## src/rtl/icache_refill_ctrl.sv

```systemverilog
// Instruction-cache refill sequencer: fetches one line word by word on a miss,
// then writes its tag. Also clears every tag on a flush request.
module icache_refill_ctrl #(
  parameter int LINE_WORDS = 4,
  parameter int NUM_LINES  = 32,
  localparam int IDX_W     = $clog2(NUM_LINES)
) (
  input  logic             clk,
  input  logic             reset,
  input  logic [31:0]      i_pc,
  input  logic             i_miss,
  input  logic             i_flush,
  output logic             o_stall,
  output logic             o_mem_req_valid,
  input  logic             i_mem_req_ready,
  output logic [31:0]      o_mem_req_addr,
  input  logic             i_mem_resp_valid,
  input  logic [31:0]      i_mem_resp_data,
  output logic             o_fill_we,
  output logic [31:0]      o_fill_addr,
  output logic [31:0]      o_fill_data,
  output logic             o_tag_we,
  output logic [IDX_W-1:0] o_tag_index,
  output logic [23:0]      o_tag_value,
  output logic             o_busy,
  output logic             o_refill_done
);

  // state | meaning: IDLE wait for miss/flush | REQ read request | WAIT read data
  //                  TAG write line tag | DONE completion pulse | FLUSH clear all tags
  typedef enum logic [2:0] {S_IDLE, S_REQ, S_WAIT, S_TAG, S_DONE, S_FLUSH} state_t;

  localparam int WORD_W  = $clog2(LINE_WORDS);
  localparam int OFF_W   = WORD_W + 2;
  localparam int TAG_LSB = 9 - OFF_W;
  localparam logic [WORD_W-1:0] LAST_WORD = WORD_W'(LINE_WORDS - 1);
  localparam logic [IDX_W-1:0]  LAST_LINE = IDX_W'(NUM_LINES - 1);

  state_t              r_state;
  state_t              w_next;
  logic [31-OFF_W:0]   r_line;
  logic [WORD_W-1:0]   r_word_cnt;
  logic [IDX_W-1:0]    r_flush_cnt;
  logic                r_flush_pend;
  logic                w_last_word;
  logic                w_last_line;
  logic                w_start_flush;
  logic                w_start_refill;
  logic [31:0]         w_word_addr;
  logic                w_unused_pc;

  assign w_unused_pc    = ^i_pc[OFF_W-1:0];
  assign w_last_word    = (r_word_cnt == LAST_WORD);
  assign w_last_line    = (r_flush_cnt == LAST_LINE);
  assign w_start_flush  = (r_state == S_IDLE) && (i_flush || r_flush_pend);
  assign w_start_refill = (r_state == S_IDLE) && !w_start_flush && i_miss;
  assign w_word_addr    = {r_line, r_word_cnt, 2'b00};

  always_ff @(posedge clk) begin
    if (reset) r_state <= S_IDLE;
    else       r_state <= w_next;
  end

  // Counters hold at their final value; they are re-armed when the next job starts.
  always_ff @(posedge clk) begin
    if (reset) begin
      r_line       <= '0;
      r_word_cnt   <= '0;
      r_flush_cnt  <= '0;
      r_flush_pend <= 1'b0;
    end else begin
      if (w_start_flush) begin
        r_flush_pend <= 1'b0;
        r_flush_cnt  <= '0;
      end else if (r_state != S_IDLE && i_flush) begin
        r_flush_pend <= 1'b1;
      end
      if (w_start_refill) begin
        r_line     <= i_pc[31:OFF_W];
        r_word_cnt <= '0;
      end
      if (r_state == S_WAIT && i_mem_resp_valid && !w_last_word)
        r_word_cnt <= r_word_cnt + WORD_W'(1);
      if (r_state == S_FLUSH && !w_last_line)
        r_flush_cnt <= r_flush_cnt + IDX_W'(1);
    end
  end

  always_comb begin
    w_next = r_state;
    case (r_state)
      S_IDLE: begin
        if (w_start_flush)       w_next = S_FLUSH;
        else if (w_start_refill) w_next = S_REQ;
      end
      S_REQ:   if (i_mem_req_ready) w_next = S_WAIT;
      S_WAIT:  if (i_mem_resp_valid) w_next = w_last_word ? S_TAG : S_REQ;
      S_TAG:   w_next = S_DONE;
      S_DONE:  w_next = S_IDLE;
      S_FLUSH: if (w_last_line) w_next = S_DONE;
      default: w_next = S_IDLE;
    endcase
  end

  always_comb begin
    o_busy          = (r_state != S_IDLE);
    o_stall         = i_miss | o_busy;
    o_mem_req_valid = 1'b0;
    o_mem_req_addr  = '0;
    o_fill_we       = 1'b0;
    o_fill_addr     = '0;
    o_fill_data     = '0;
    o_tag_we        = 1'b0;
    o_tag_index     = '0;
    o_tag_value     = '0;
    o_refill_done   = 1'b0;
    case (r_state)
      S_REQ: begin
        o_mem_req_valid = 1'b1;
        o_mem_req_addr  = w_word_addr;
      end
      S_WAIT: begin
        if (i_mem_resp_valid) begin
          o_fill_we   = 1'b1;
          o_fill_addr = w_word_addr;
          o_fill_data = i_mem_resp_data;
        end
      end
      S_TAG: begin
        o_tag_we    = 1'b1;
        o_tag_index = r_line[IDX_W-1:0];
        o_tag_value = {1'b1, r_line[31-OFF_W:TAG_LSB]};
      end
      S_DONE:  o_refill_done = 1'b1;
      S_FLUSH: begin
        o_tag_we    = 1'b1;
        o_tag_index = r_flush_cnt;
      end
      default: ;
    endcase
  end

endmodule

```

## config.mk

```make
export PLATFORM = sky130hd
export DESIGN_NAME = icache_refill_ctrl
export DESIGN_NICKNAME = d
export VERILOG_FILES = /design/src/rtl/icache_refill_ctrl.sv
export SDC_FILE = /design/constraint.sdc
export NUM_CORES = 1
export LEC_CHECK = 0
export BUFFER_PORTS_ARGS = -buffer_cell sky130_fd_sc_hd__buf_4
export CORE_UTILIZATION = 43
export DETAILED_ROUTE_END_ITERATION = 10
export PLACE_DENSITY_LB_ADDON = 0.05
export SKIP_CTS_REPAIR_TIMING = 1
export SLEW_MARGIN = 20
export SYNTH_ARGS = -nofsm -noshare
export SYNTH_HDL_FRONTEND = slang
export SYNTH_SLANG_ARGS = --single-unit
export TNS_END_PERCENT = 5
```

## constraint.sdc

```tcl
create_clock -name clk -period 3.5 [get_ports clk]
set_input_delay 0 -clock clk [delete_from_list [all_inputs] [get_ports clk]]
set_output_delay 0 -clock clk [all_outputs]
set_load 0.01 [all_outputs]
```

Word level (Yosys, flattened, before mapping) --
Index checks and enable logic that the tools add are counted.
Word-level totals: logic and storage cells 60, register bits 39, bits in writable memories 0, bits in latches 0, memory bits (read-only) 0, memories 0, output and inout bits 131, input port bits 70
Cells by class: $mul 0, order comparisons 0, div/mod/pow operators 0, muxes and demuxes 23, reduce and logical (&&, ||, !) cells 18, equal/unequal tests 11, bitwise operators 1, shift operators 0, add/sub/neg operators 2
Operator list (count):
- $mux W32 | 5
- $mux W24 | 1
- $mux W3 | 5
- $pmux W3 S5 | 1
- $mux W5 | 2
- $pmux W5 S2 | 1
- $logic_and A1 B1 Y1 | 7
- $eq A3 B2 Y1 const B | 2
- $eq A3 B3 Y1 const B | 2
- $mux W2 | 3
- $ne A2 B2 Y1 const B | 3
- $add A5 B1 Y5 const B | 1
- $eq A5 B5 Y1 const B | 1
- $mux W1 | 5
- $reduce_and A4 Y1 | 1
- $reduce_bool A2 Y1 | 2
- $reduce_or A2 Y1 | 2
- $eq A3 B1 Y1 const B | 1
- $logic_not A1 Y1 | 3
- $logic_not A3 Y1 | 1
- $ne A3 B3 Y1 const B | 1
- $reduce_bool A3 Y1 | 1
- $add A2 B1 Y2 const B | 1
- $eq A2 B2 Y1 const B | 1
- 2 further kinds | 2

Logic depth before layout (Yosys ltp) --
depth in word-level cells 8, gate-level depth with buffers 8, mapped depth without buffers 7

Worst setup path after synthesis --
Ideal clock, no wire load.
path type register -> register, from register r_flush_cnt[0], to register r_flush_cnt[3], data arrival time 1641 ps, setup slack 1768 ps, data required time 3409 ps, period minus slack after synthesis 1732 ps, stages on the path, launching flop included 8, path buffers 1, cells stage by stage dfxtp_1 > ha_1 > and3_1 > ha_1 > nor4bb_1 > buf_2 > a41oi_1 > a311oi_1
Between the ends: word-level cells in the longest chain between the ends 4, elaborated cells between the ends (all ways) 6, classes of those cells add/sub (1); eq/ne (1); mux (1); reduce/logical (3)
RTL lines:
- start: declaration | line 43 | logic [IDX_W-1:0] r_flush_cnt;
- start signal: assignment | line 85 | r_flush_cnt <= r_flush_cnt + IDX_W'(1);
- branches (longest 4 deep; another with $add A5 B1 Y5)
Parallel ways; which one is timed is not known. A chain may end at the register's enable or synchronous reset.

Worst setup path in the final report --
from register r_state[0], to output port o_mem_req_addr[31]
Between the ends: word-level cells in the longest chain between the ends 2
RTL lines:
- start: declaration | line 39 | state_t r_state;
- start signal: assignment | line 61 | else r_state <= w_next;
- $eq A3 B1 Y1 | line 117 | case (r_state)
- $mux W32 | line 117
- end: declaration | line 16 | output logic [31:0] o_mem_req_addr,
No other way between the ends.

==> reports/summary.txt <==
Synth cell types - 33
Hold/Removal Path Class - in2reg
CTS sink cnt - 39
Most common cell in the netlist - and2_1
Register Area - 781 um2
Row count - 27
Initial DRC count - 140
Layout Utilization - 77.8%
Slew headroom - 34.4%
CTS tree - yes
EDFF count, synth - 0
Die Height - 78.1 um
Synth Register Bits - 39
# IOs - 201
Top cell type's share of synthesized area - 31.3%
HPWL Detailed - 6070 um
Routed via count - 2962
Via/cell ratio - 4.79
Synth warn - 0
Worst vdd ir - 0.327 mV
FILL cells - 429
Required @ worst endpoint - 3.50 ns
Cts bufs inserted - 5
Wire length per cell - 14.0 um
Leak Pwr - 2.08 nW
Post-synth top area cell - dfxtp_1
Fin nets - 618
# DRC - 0
Fin crit period - 2.44 ns
Initial antenna violation count - 0
Final setup violation count - 0
Max-cap violations - 0
Final wirelength - 8660 um
Syn Inst Count - 342
Maximum buffer depth of the clock tree - 2
CP Data Arrival Time - 2.44 ns
Die W - 78.1 um
Worst Hold Path Cells - 3
Worst skew pair latency - 0.29 ns
Part of the power in registers - 37.1%
Antenna viol nets, final - 0
Power Dens Cells - 384 mW/mm2
Starting Density - 45.0%
Ant diodes - 0
Vias in the first global route - 2525
Pre-Repair DR Iteration Count - 4
Psw - 0.615 mW
First-pass GRT wire length - 12700 um
Syn avg cell area - 7.28 um2
Area Overhead vs Synth - 73.0%
Worst-path maximum fanout - 21
Gpl congestion - 0.759
Port buffer count - 192
Sw Ratio - 37.2%
Status - finished, final reports clean
Total GRT Usage - 25.6%
Commonest cells in the synthesized netlist - 115 x and2_1, 60 x nand2_1, 39 x dfxtp_1
Root Driver - clkbuf_8
Fraction of registers with async set/reset - 0%
Clock-pin slew on the worst setup and hold paths - 0.07 ns
H-tree levels - 2
Logic pwr share - 40.4%
Int Pwr - 1.04 mW
Worst Setup Start Kind - register
Peak Freq - 409 MHz
Clock Skews - 0.00653 ns
Worst-Margin Slew - 0.983 ns
Post-synth design cell area - 0.00249 mm2
Final Non-Filler Cells - 618
Die area - 0.00610 mm2
Most used DFF post-synth - dfxtp_1
Share of layout cells above drive strength 1 - 38.5%
Pwr Total - 1.65 mW
Placed insts - 582
Setup tns final - 0 ns
Register area share after synthesis - 31.3%
Fin crit share - 69.8%
Endpoint class of the critical path - primary output
R2R depth - 4
Multi-input gate area - 0.00157 mm2
Synth area leaders - dfxtp_1 31%, and2_1 29%, nand2_1 9.0%, a21oi_1 7.2%, clkbuf_1 2.6%
Pins Over Slew Limit - 0
Core area - 0.00554 mm2
Critical path class - reg2out
Grt ovf - 0
Unrepaired setup endpoints after global routing - no
Hold Vio Cnt, Final - 0
Pin count of the biggest net entering global routing - 41
Clock Power Share - 22.4%
-- final cells by class --
type	instances	share of cell area, %
flip-flops and latches	39	18.1
inverters	1	0.0871
multi-input cells	274	36.5
well taps	72	2.09
clock buffers	5	1.60
clock inverters	3	1.02
repair buffers	224	40.6
-- critical path, stage by stage (launching register included) --
cell	delay, ns
dfxtp_1	0.74
nor3b_2	0.79
buf_4	0.33
and2_1	0.16
buf_4	0.14
-- sequential cells by signal, indices dropped and copies added (netlist names) --
signal and flops:
r_flush_pend 1, r_line 28, r_state 3, r_word_cnt 2
r_flush_cnt 5
-- power groups by stage --
stage	clock [mW]	sequential, mW	combinational [mW]
floorplan	0	0.559	0.444
global placement	0	0.617	0.624
detailed placement	0	0.622	0.637
CTS	0.379	0.612	0.639
global route	0.401	0.632	0.738
finish	0.371	0.614	0.669
-- worst paths after layout --
path	end	slack [ns]	from
setup / recovery	o_mem_req_addr[31]	1.06	r_state[0]
hold / removal	r_flush_pend	0.05	i_flush
setup reg to reg	r_line[7]	1.36	r_state[0]
hold reg to reg	r_line[20]	0.48	r_line[20]
-- placed cells by master, fill, tap and decap left out, drive strengths merged, types with 2 or more instances in the layout --
master         n
clkinv         2
nand2b         8
o21ai          4
nor2           2
a211oi         4
conb           4
a22oi          5
buf          196
nand3b         2
and3           2
nor3           5
dlygate4sd3   28
nand3          4
dfxtp         39
nand2         60
clkbuf         5
a311oi         2
a21oi         36
and2         115
ha             3
nor2b          8
-- per-stage QoR --
step | worst slack (ns) | hold slack (ns) | instance area (um2)
finish | 1.06 | 0.0485 | 4310
detailed placement | 1.39 | 0.255 | 3920
global route | 0.833 | 0.0603 | 4310
global placement | 1.43 | 0.246 | 3920
CTS | 1.11 | -0.0533 | 4030
floorplan | 1.77 | 0.126 | 2500
-- routing by layer --
metal | vias up | global-route usage (%) | part of all wire [%]
met5 | - | 0 | 0
li1 | 1498 | - | -
met1 | 1353 | 33.3 | 43
met2 | 111 | 42.1 | 49
met4 | 0 | 2.78 | 0
met3 | 0 | 8.72 | 8.1
-- kinds of logic (layout without fill, tap and decap cells) --
logic type / Yosys count / count (layout) / share of synthesized area (%)
AO/OA/AOI/OAI: 55 / 55 / 13.0
adder cells (fa/ha/maj): 3 / 3 / 1.51
buffers and inverters: 32 / 233 / 6.23
flip-flops: 39 / 39 / 31.3
other: 1 / 4 / 0.151
AND/OR/NAND/NOR: 212 / 212 / 47.8
Note: power is estimated with default switching activity, not from simulation.
